### config.mk
export PLATFORM = sky130hd
export DESIGN_NAME = popcount_acc_pipe
export DESIGN_NICKNAME = d
export VERILOG_FILES = /design/src/rtl/popcount_acc_pipe.sv
export SDC_FILE = /design/constraint.sdc
export NUM_CORES = 1
export LEC_CHECK = 0
export ABC_AREA = 1
export CORE_MARGIN = 2
export CORE_UTILIZATION = 58
export DETAILED_ROUTE_END_ITERATION = 8
export PLACE_DENSITY = 0.84
export SYNTH_ARGS = -nofsm -noshare
export SYNTH_HDL_FRONTEND = slang
export SYNTH_SLANG_ARGS = --single-unit
### constraint.sdc
create_clock -name clk -period 7.4 [get_ports clk]
set_input_delay 0.74 -clock clk [delete_from_list [all_inputs] [get_ports clk]]
set_output_delay 0.74 -clock clk [all_outputs]
set_load 0.005 [all_outputs]
### src/rtl/popcount_acc_pipe.sv
`timescale 1ns/1ps
`default_nettype none
// ============================================================================
// Module  : popcount_acc_pipe
// Brief   : Pipelined 5:3-counter population count with per-frame running
//           total. Define POPCNT_SAT_EN for a saturating accumulator.
// Rev     : 1.0  initial release
// ============================================================================
module popcount_acc_pipe #(
    parameter  int N_IN  = 15,
    parameter  int PIPE  = 2,
    parameter  int ACC_W = 16,
    localparam int CNT_W = $clog2(N_IN + 1)
) (
    input  logic             clk,
    input  logic             rst_n,
    input  logic             clear,
    input  logic             in_valid,
    output logic             in_ready,
    input  logic [N_IN-1:0]  in_bits,
    input  logic             in_last,
    output logic             out_valid,
    input  logic             out_ready,
    output logic [CNT_W-1:0] out_count,
    output logic [ACC_W-1:0] out_acc,
    output logic             out_last,
    output logic             out_ovf
);

    localparam int NG    = (N_IN + 4) / 5;
    localparam int NP    = NG * 5;
    localparam int LVL   = $clog2(NG);
    localparam int SREG  = (PIPE > 1) ? PIPE - 1 : 1;
    localparam int ACC_X = ACC_W + 1;

    typedef logic [NG-1:0][CNT_W-1:0]   sums_t;
    typedef logic [2*NG-1:0][CNT_W-1:0] wide_t;

    generate
        if (N_IN < 5 || N_IN > 64 || PIPE < 1 || PIPE > 4 || ACC_W < CNT_W) begin : g_param_check
            $error("popcount_acc_pipe: illegal parameter combination");
        end
    endgenerate

    // 5:3 counter cell: ones in a 5-bit group, 0..5
    function automatic logic [2:0] count5(input logic [4:0] g);
        return {2'b00, g[0]} + {2'b00, g[1]} + {2'b00, g[2]}
             + {2'b00, g[3]} + {2'b00, g[4]};
    endfunction

    // Stage 1 only counts groups; the tree is split over the later stages
    // and any remainder lands in the output stage.
    function automatic int stage_levels(input int s);
        if (PIPE == 1) return LVL;
        if (s == 1)    return 0;
        if (s == PIPE) return LVL / (PIPE - 1) + LVL % (PIPE - 1);
        return LVL / (PIPE - 1);
    endfunction

    // Entries beyond the live width are always zero, so pairing into a
    // zero-padded copy needs no bound tracking.
    function automatic sums_t tree_reduce(input sums_t a, input int levels);
        sums_t cur;
        wide_t wide;
        cur = a;
        for (int l = 0; l < LVL; l++) begin
            if (l < levels) begin
                wide         = '0;
                wide[NG-1:0] = cur;
                for (int i = 0; i < NG; i++)
                    cur[i] = wide[2*i] + wide[2*i+1];
            end
        end
        return cur;
    endfunction

    logic [PIPE:0]    r_vld;
    logic [PIPE-1:0]  r_lst;
    logic [N_IN-1:0]  r_bits;
    sums_t            r_sum [SREG];
    logic [CNT_W-1:0] r_cnt;
    logic [ACC_W-1:0] r_acc;
    logic             r_out_last;
    logic             r_ovf;

    logic [NP-1:0]    w_padded;
    sums_t            w_groups;
    sums_t            w_stage [1:PIPE];
    logic             w_adv;
    logic [CNT_W-1:0] w_cnt;
    logic [ACC_W-1:0] w_acc_base;
    logic             w_ovf_base;
    logic [ACC_X-1:0] w_sum;
    logic [ACC_W-1:0] w_acc_next;
    logic             w_ovf_next;

    assign w_padded = NP'(r_bits);

    generate
        for (genvar g = 0; g < NG; g++) begin : g_group
            assign w_groups[g] = CNT_W'(count5(w_padded[5*g +: 5]));
        end

        for (genvar s = 1; s <= PIPE; s++) begin : g_stage
            localparam int LV = stage_levels(s);
            if (s == 1) begin : g_first
                assign w_stage[s] = tree_reduce(w_groups, LV);
            end else begin : g_tree
                assign w_stage[s] = tree_reduce(r_sum[s-2], LV);
            end
        end
    endgenerate

    assign w_adv    = !(r_vld[PIPE] && !out_ready);
    assign in_ready = !clear && w_adv;
    assign w_cnt    = w_stage[PIPE][0];

    // A new frame starts after a last beat (or after reset/clear, where
    // r_acc and r_ovf are already zero).
    assign w_acc_base = r_out_last ? '0 : r_acc;
    assign w_ovf_base = r_out_last ? 1'b0 : r_ovf;
    assign w_sum      = {1'b0, w_acc_base} + ACC_X'(w_cnt);
    assign w_ovf_next = w_ovf_base | w_sum[ACC_W];

`ifdef POPCNT_SAT_EN
    assign w_acc_next = (w_sum[ACC_W] || w_ovf_base) ? {ACC_W{1'b1}} : w_sum[ACC_W-1:0];
`else
    assign w_acc_next = w_sum[ACC_W-1:0];
`endif

    always_ff @(posedge clk or negedge rst_n) begin
        if (!rst_n) begin
            r_vld      <= '0;
            r_lst      <= '0;
            r_bits     <= '0;
            for (int i = 0; i < SREG; i++)
                r_sum[i] <= '0;
            r_cnt      <= '0;
            r_acc      <= '0;
            r_out_last <= 1'b0;
            r_ovf      <= 1'b0;
        end else if (clear) begin
            r_vld      <= '0;
            r_cnt      <= '0;
            r_acc      <= '0;
            r_out_last <= 1'b0;
            r_ovf      <= 1'b0;
        end else if (w_adv) begin
            r_vld[0] <= in_valid;
            r_lst[0] <= in_last;
            r_bits   <= in_bits;
            for (int s = 1; s < PIPE; s++) begin
                r_vld[s]   <= r_vld[s-1];
                r_lst[s]   <= r_lst[s-1];
                r_sum[s-1] <= w_stage[s];
            end
            r_vld[PIPE] <= r_vld[PIPE-1];
            if (r_vld[PIPE-1]) begin
                r_cnt      <= w_cnt;
                r_acc      <= w_acc_next;
                r_ovf      <= w_ovf_next;
                r_out_last <= r_lst[PIPE-1];
            end
        end
    end

    assign out_valid = r_vld[PIPE];
    assign out_count = r_cnt;
    assign out_acc   = r_acc;
    assign out_last  = r_out_last;
    assign out_ovf   = r_ovf;

endmodule
`default_nettype wire

Yosys cells after proc, flatten, opt, wreduce, memory -nomap -nowiden:

Cells that the tools add are included.

* add/sub/neg operators: 15
* equal/unequal tests: 1
* multiplexer cells: 16
* bitwise operators: 3
* reductions and logical operators: 8

Operator list (count)
* $mux W16: 4
* $add A3 B1 Y3: 6
* $add A16 B4 Y17: 1
* $mux W4: 3
* $add A2 B1 Y3: 3
* $mux W1: 7
* $add A1 B1 Y2: 3
* $mux W3: 2
* $add A3 B3 Y4: 1
* $add A4 B3 Y4: 1
* $reduce_and A2 Y1: 2
* $logic_not A1 Y1: 3
* $logic_and A1 B1 Y1: 2
* $ne A2 B2 Y1 const B: 1
* $not A1 Y1: 2
* $reduce_bool A2 Y1: 1
* $or A1 B1 Y1: 1

* flip-flop bits (word level): 51
* input bits: 21
* output and inout port bits: 24
* logic and storage cells: 53

Logic depth before layout (Yosys ltp):

Gate-level depths: netlist of run 1.

* word-level depth: 7
* gate-level depth with buffers: 17
* depth with buffers taken out: 16

Least setup slack after synthesis of run 1:

Ideal clock, no wire load.

* kind: reg2reg
* start: register r_sum[1] (netlist bit)
* end: register r_acc[10] (netlist: out_acc[10])
* library setup time: 0.117 ns
* data arrival time: 2.522 ns
* required time: 7.283 ns
* path slack: 4.760 ns
* stages on the path, launching flop included: 17
* path buffers: 1
* clock period less this slack: 2.640 ns
* path through: dfrtp_1 -> fa_1 -> ha_1 -> inv_1 -> fa_1 -> nand2_1 -> nand2_1 -> ha_1 -> inv_1 -> nor2_1 -> nor2_1 -> nand2_1 -> buf_4 -> nand3_1 -> nand2_1 -> nand3_1 -> nand2_1

* word-level cells in the longest chain between the ends: 6

RTL lines
* start: declaration: RTL line 80 `sums_t r_sum [SREG];`
* start signal: indexed assignment: RTL line 155 `r_sum[s-1] <= w_stage[s];`
* $add A3 B3 Y4: RTL line 71 `cur[i] = wide[2*i] + wide[2*i+1];`
* $add A4 B3 Y4: RTL line 71
* $add A16 B4 Y17: RTL line 122 `assign w_sum = {1'b0, w_acc_base} + ACC_X'(w_cnt);`
* $mux W16: RTL line 158 `if (r_vld[PIPE-1]) begin`
* $mux W16: RTL line 148 `end else if (w_adv) begin`
* $mux W16: RTL line 142 `end else if (clear) begin`
* end signal: assignment: RTL line 160 `r_acc <= w_acc_next;`
* end: declaration: RTL line 82 `logic [ACC_W-1:0] r_acc;`

Every way passes these cells. The select of a mux whose other input is x is not followed.
A chain may end at the register's enable or synchronous reset.

Worst setup path in the final report of run 1:

* start: input out_ready
* end: output in_ready

* word-level cells in the longest chain between the ends: 4

RTL lines
* start: declaration: RTL line 23 `input logic out_ready,`
* $logic_not A1 Y1: RTL line 114 `assign w_adv = !(r_vld[PIPE] && !out_ready);`
* $logic_and A1 B1 Y1: RTL line 114
* $logic_not A1 Y1: RTL line 114
* $logic_and A1 B1 Y1: RTL line 115 `assign in_ready = !clear && w_adv;`
* end: declaration: RTL line 19 `output logic in_ready,`

Every way passes these cells.

==> results of run 1 <==
-- placed cells by master (no fill, tap or decap) --
cell type,netlist,final
a21boi_0,1,1
a21oi_1,4,4
a21oi_2,1,1
a22o_1,2,2
buf_2,1,1
buf_4,2,2
clkbuf_8,0,7
clkdlybuf4s50_1,0,43
clkinv_1,1,1
clkinvlp_4,0,1
dfrtp_1,51,51
fa_1,11,11
ha_1,7,7
inv_1,42,42
inv_2,4,4
nand2_1,130,130
nand2_2,1,1
nand3_1,26,26
nand3b_2,1,1
nand4_1,6,6
nor2_1,22,22
nor2_2,2,2
nor2_4,1,1
nor3_1,1,1
nor3_2,1,1
nor3_4,1,1
o21ai_0,9,9
o21ai_1,8,8
o21bai_2,1,1
o22ai_1,5,5
o32ai_1,1,1
or2_2,1,1
xor2_1,1,1
-- sequential cells by signal (all words and copies together), names as in the netlist --
| register | flops |
|---|---|
| out_acc | 16 |
| r_bits | 15 |
| r_sum | 9 |
| out_count | 4 |
| r_vld | 3 |
| r_lst | 2 |
| out_last | 1 |
| out_ovf | 1 |
-- layout make-up --
type,count,area (um2)
repair buffers,46,450
fillers,371,1290
well taps,54,67.6
clock buffers,7,96.3
clock inverters,1,7.51
flip-flops and latches,51,1280
inverters,47,176
multi-input cells,244,1320
-- critical path, stage by stage --
cell	delay [ns]
clkdlybuf4s50_1	0.46
inv_1	0.06
a21oi_2	0.11
buf_4	0.32
clkdlybuf4s50_1	0.57
-- logic make-up (layout without fill, tap and decap cells) --
| group | Yosys count | count (layout) | share of synthesized area [%] |
|---|---|---|---|
| adders and majority gates | 18 | 18 | 10.9 |
| DFF | 51 | 51 | 45.3 |
| xor gates and xnor gates | 1 | 1 | 0.311 |
| AOI/OAI and AO/OA | 32 | 32 | 6.75 |
| buffers and inverters | 56 | 101 | 7.77 |
| and+or+nand+nor | 193 | 193 | 29.0 |
-- routing by layer --
metal  global-route usage, %  routed length [um]  vias up
met5                       0                   0        -
met4                    10.7                 113        0
met3                    4.25                 280        8
met2                    39.2                2860       71
met1                    31.9                2540     1119
li1                        -                   -     1190
-- power by group through the flow --
stage / Sequential [mW] / Combinational (mW) / Clock [mW]
global route: 0.338 / 0.275 / 0.195
detailed placement: 0.340 / 0.236 / 0
global placement: 0.339 / 0.223 / 0
floorplan: 0.335 / 0.159 / 0
finish: 0.334 / 0.234 / 0.180
CTS: 0.334 / 0.237 / 0.184
-- path summary, 6_finish.rpt --
check | endpoint | slack (ns) | cells past startpoint | startpoint
worst max-delay path | in_ready | 4.40 | 5 | out_ready
worst min-delay path | r_lst[0]$_DFFE_PN0P_ | 0.48 | 2 | r_lst[0]$_DFFE_PN0P_
worst max register to register | out_acc[8]$_DFFE_PN0P_ | 4.42 | 16 | r_sum[1]$_DFFE_PN0P_
worst min register to register | r_lst[0]$_DFFE_PN0P_ | 0.48 | 2 | r_lst[0]$_DFFE_PN0P_
max in group asynchronous | r_bits[14]$_DFFE_PN0P_ | 6.12 | 1 | rst_n
min in group asynchronous | out_acc[5]$_DFFE_PN0P_ | 0.62 | 1 | rst_n
-- per-stage QoR --
step / cells / power [mW] / hold WS [ns] / setup WS, ns / instance area (um2)
floorplan: 351 / 0.494 / 0.442 / 4.76 / 2820
global placement: 442 / 0.562 / 0.456 / 4.44 / 3290
detailed placement: 442 / 0.576 / 0.463 / 4.41 / 3290
CTS: 450 / 0.755 / 0.484 / 4.40 / 3400
global route: 450 / 0.808 / 0.532 / 4.16 / 3400
finish: 450 / 0.747 / 0.483 / 4.40 / 3400
-- Yosys cell counts (all sizes together) (2+ instances only) --
| cell | number | area share (%) |
|---|---|---|
| a21oi | 5 | 1.0 |
| a22o | 2 | 0.62 |
| buf | 3 | 0.71 |
| clkbuf | 6 | 0.80 |
| dfrtp | 51 | 45 |
| fa | 11 | 7.8 |
| ha | 7 | 3.1 |
| inv | 46 | 6.1 |
| nand2 | 131 | 18 |
| nand3 | 26 | 4.6 |
| nand4 | 6 | 1.3 |
| nor2 | 25 | 3.8 |
| nor3 | 3 | 1.1 |
| o21ai | 17 | 3.0 |
| o22ai | 5 | 1.1 |
==> results.toml, run 1 <==
[cells_and_area]
area_delta_synth_final_pct = 20.6
fin_nets = 434
post-route-util_pct = 72.4
antennaDiodeCount = 0
drive_gt1_share_pct = 6.31

[floorplan]
num_io_pins = 45
start_util_pct = 60.1
die_y_um = 73.7
num_rows = 25
core_area_um2 = 4690
die_area_um2 = 5430
die_w_um = 73.7

[synthesis]
ys_ff_latch = 51
yosysUniqueCellTypes = 31
syn_avg_cell_area_um2 = 8.03
synth.cell_area_um2 = 2820
synth_edf_count = 0
ys.flop_type = "dfrtp_1"
yosysSeqAreaShare_pct = 45.3
synth_nets = 390
ys_async_sr_fraction_pct = 100
yosysWarnings = 0
syn_inst = 351

[timing]
period_minus_slack_ns = 3.00
fin_crit_sh_pct = 40.6
finalSetupViolations = 0
finalHoldViolCount = 0
maxSlewHeadroom_pct = 28.1
fmax_mhz = 333
finalSetupTns_ns = 0
tightest_slew_ns = 1.08
rsz0062_at_grt = "no"
final_max_slew_viol_count = 0
skew_ns = 0.00633

[clocking]
post_cts_resized = 0
cts_root_buffer = "clkbuf_8"
cts_max_level = 2
cts_setup_buffers = 0
holdBufCountCts = 0
clockBufferDepth = 2
cts_tree = "yes"
worst_skew_pair.late_latency_ns = 0.31
clkTransAtPathRegs_ns = 0.09
clkSinkCount = 51
cts_made_buffers = 5

[worst_setup_path]
cp.arrival_ns = 2.26
path_class = "primary input to output port"
timing.critical_path.from_type = "primary input"
critPathMaxFanout = 34
crit_required_ns = 6.66
end_kind = "output port"

[status]
status = "finished, final reports clean"

[pwr]
switching_share_pct = 33.3
switchingPower_mw = 0.249
vdd_drop_max_v = 0.000159
p_clk_share_pct = 24.0
p_per_area_nw_per_um2 = 220
combPwrFrac_pct = 31.3
power_leakage_nw = 1.69
internal_power_mw = 0.498
seq_power_share_pct = 44.7

[min_path]
hp-class = "register to register"

[drt]
drt_wl_total_um = 5790
drt_first_iter_violations = 190
dr.pass1.iters = 4
postRouteAntennaNets = 0
viasPerCell = 5.31
route.vias.total = 2388
drc_errors = 0
wl_per_cell_um = 12.9

[grt]
grt_first_pass_wirelength_um = 10000
grt_max_degree = 52
antenna_found_initial = 0
grt_util_all_layers_pct = 24.2
grt_pass1_vias = 2300
overflow = 0

[place]
dpl.hpwl_um = 4270
place_congestion = 0.912
place.port_buffers = 44

[job]
cap_violations = 0
Power figures use the tool's default switching activity.
==> run 2: changes to the inputs <==
--- a/config.mk
+++ b/config.mk
@@ -7,9 +7,9 @@
 export LEC_CHECK = 0
 export ABC_AREA = 1
 export CORE_MARGIN = 2
-export CORE_UTILIZATION = 58
+export CORE_UTILIZATION = 54
 export DETAILED_ROUTE_END_ITERATION = 8
-export PLACE_DENSITY = 0.84
+export PLACE_DENSITY = 0.79
 export SYNTH_ARGS = -nofsm -noshare
 export SYNTH_HDL_FRONTEND = slang
 export SYNTH_SLANG_ARGS = --single-unit
==> constraint.sdc (replaced) <==
create_clock -name clk -period 2.8 [get_ports clk]
set_input_delay 0.28 -clock clk [delete_from_list [all_inputs] [get_ports clk]]
set_output_delay 0.28 -clock clk [all_outputs]
set_load 0.005 [all_outputs]
==> run 2 against run 1 <==
The flow now finishes with violations (negative setup slack). Total power increased to 2.8 times the previous value. Setup slack worse by 4.4 ns. Final cell count grew 5.8%. Sequential cell count stayed put. Non-clock buffer count is 9 higher. Clock power is 140% higher. Register-to-register slack got worse by 4.5 ns. Hold slack got worse by 0.30 ns.
==> results.toml, run 2 (synthesized netlist as in run 1, its figures left out) <==
[timing]
final_max_slew_viol_count = 0
finalWorstSetupSlack_ns = -0.0309
fin_crit_sh_pct = 101
finalHoldViolCount = 0
finalSetupViolations = 2
tightest_slew_ns = 1.12
maxSlewHeadroom_pct = 25.7
finalSetupTns_ns = -0.0493
period_minus_slack_ns = 2.83
skew_ns = 0.00726
rsz0062_at_grt = "yes"
fmax_mhz = 353

[floorplan]
die_w_um = 76.3
core_area_um2 = 5070
start_util_pct = 55.5
num_io_pins = 45
die_area_um2 = 5810
num_rows = 26
die_y_um = 76.3

[grt]
grt_first_pass_wirelength_um = 10500
grt_pass1_vias = 2323
antenna_found_initial = 0
grt_util_all_layers_pct = 22.5
overflow = 0
grt_max_degree = 52

[cells_and_area]
fin_nets = 444
post-route-util_pct = 70.3
layout_commonest_cell = "nand2_1"
multi_input_area_um2 = 1420
final_cell_mix = "nand2_1, dfrtp_1, clkdlybuf4s50_1, inv_1, nand3_1"
regArea_um2 = 1280
antennaDiodeCount = 0
drive_gt1_share_pct = 14.3
fillCellCount = 413
design_area_um2 = 3570
largest_reg_flops = 16
stdcell_count = 476
area_delta_synth_final_pct = 26.5

[drt]
postRouteAntennaNets = 0
wl_per_cell_um = 13.3
viasPerCell = 5.10
drc_errors = 0
drt_first_iter_violations = 202
dr.pass1.iters = 4
route.vias.total = 2426
drt_wl_total_um = 6340

[worst_setup_path]
path_cells = "fa_1 -> ha_2 -> inv_2 -> fa_2 -> inv_2 -> nand2_2 -> nand2_2 -> ha_4 -> inv_2 -> nor2_2 -> nor2_2 -> buf_4 -> nand2_4 -> nand3_2 -> nand2_2 -> o21ai_1"
end_kind = "register"
slowest_stage = "fa_1"
timing.rr.end = "out_acc[6]$_DFFE_PN0P_"
cp.arrival_ns = 3.07
r2r_start = "r_sum[9]$_DFFE_PN0P_"
critPathMaxStageDelay_ns = 0.57
critPathMaxFanout = 5
timing.critical_path.from_type = "register"
rrSetupSlack_ns = -0.03
cp_top_family = "adder cells"
critical_path_buf_inv_count = 4
path_class = "register to register"
crit_required_ns = 3.04
r2r_cells = 16

[place]
dpl-instance-area_um2 = 3330
placedCellCount = 460
place.port_buffers = 44
dpl.hpwl_um = 4430
place_congestion = 0.908

[clocking]
clockBufferDepth = 2
cts_made_buffers = 5
worst_skew_pair.late_latency_ns = 0.31
holdBufCountCts = 0
cts_tree = "yes"
clkSinkCount = 51
clkTransAtPathRegs_ns = 0.10
cts_max_level = 2
cts_root_buffer = "clkbuf_8"

[status]
status = "finished with violations"
violations = "negative setup slack"

[min_path]
hp-class = "primary input to async pin"

[pwr]
power_mw = 2.10
power_leakage_nw = 1.75
p_per_area_nw_per_um2 = 588
vdd_drop_max_v = 0.000322

[job]
cap_violations = 0
-- run 2: stage by stage --
step                      setup WS, ns  hold slack, ns
final                          -0.0309           0.178
after global routing            -0.143           0.271
after CTS                     -0.00425           0.216
after detailed placement        -0.198           0.476
after global placement         -0.0302           0.464
after floorplan                  0.160         -0.0156
-- run 2: layout make-up --
class                           count  area share (%)
Multi-Input combinational cell    245            39.8
Inverter                           47            4.95
Timing Repair Buffer               55            14.5
Tap cell                           70            2.46
Sequential cell                    51            35.8
Clock buffer                        5            1.93
Clock inverter                      3           0.526
-- run 2: what timing repair did --
action / 4_1_cts / 5_1_grt
endpoints found under the setup margin: 12 / 13
buffers inserted: 1 / 6
pin swaps: 1 / 21
gates resized for setup: 4 / 24
gates cloned: 1 / 0
-- run 2: worst max-delay path by stage --
stage                                    start                      end  cells after the start
after global routing      r_sum[9]$_DFFE_PN0P_   out_acc[6]$_DFFE_PN0P_                     16
after detailed placement  r_sum[1]$_DFFE_PN0P_   out_acc[8]$_DFFE_PN0P_                     15
after global placement    r_sum[1]$_DFFE_PN0P_   out_acc[8]$_DFFE_PN0P_                     15
after CTS                 r_sum[1]$_DFFE_PN0P_   out_acc[8]$_DFFE_PN0P_                     15
after floorplan           r_sum[1]$_DFFE_PN0P_  out_acc[10]$_DFFE_PN0P_                     16
final                     r_sum[9]$_DFFE_PN0P_   out_acc[6]$_DFFE_PN0P_                     16
-- run 2: where the power goes --
| part | leakage (nW) | internal, mW | total [mW] | switching [mW] |
|---|---|---|---|---|
| Combinational | 1.03 | 0.356 | 0.778 | 0.422 |
| Sequential | 0.668 | 0.819 | 0.884 | 0.0654 |
| Clock | 0.0483 | 0.177 | 0.436 | 0.259 |
| Total | 1.75 | 1.35 | 2.10 | 0.747 |
-- run 2: per-layer routing --
metal | part of all wire (%) | up-vias | track usage (%)
met1 | 42 | 1118 | 28.9
li1 | - | 1212 | -
met2 | 51 | 81 | 38.1
met3 | 4.7 | 15 | 3.67
met4 | 1.6 | 0 | 8.91
met5 | 0 | - | 0
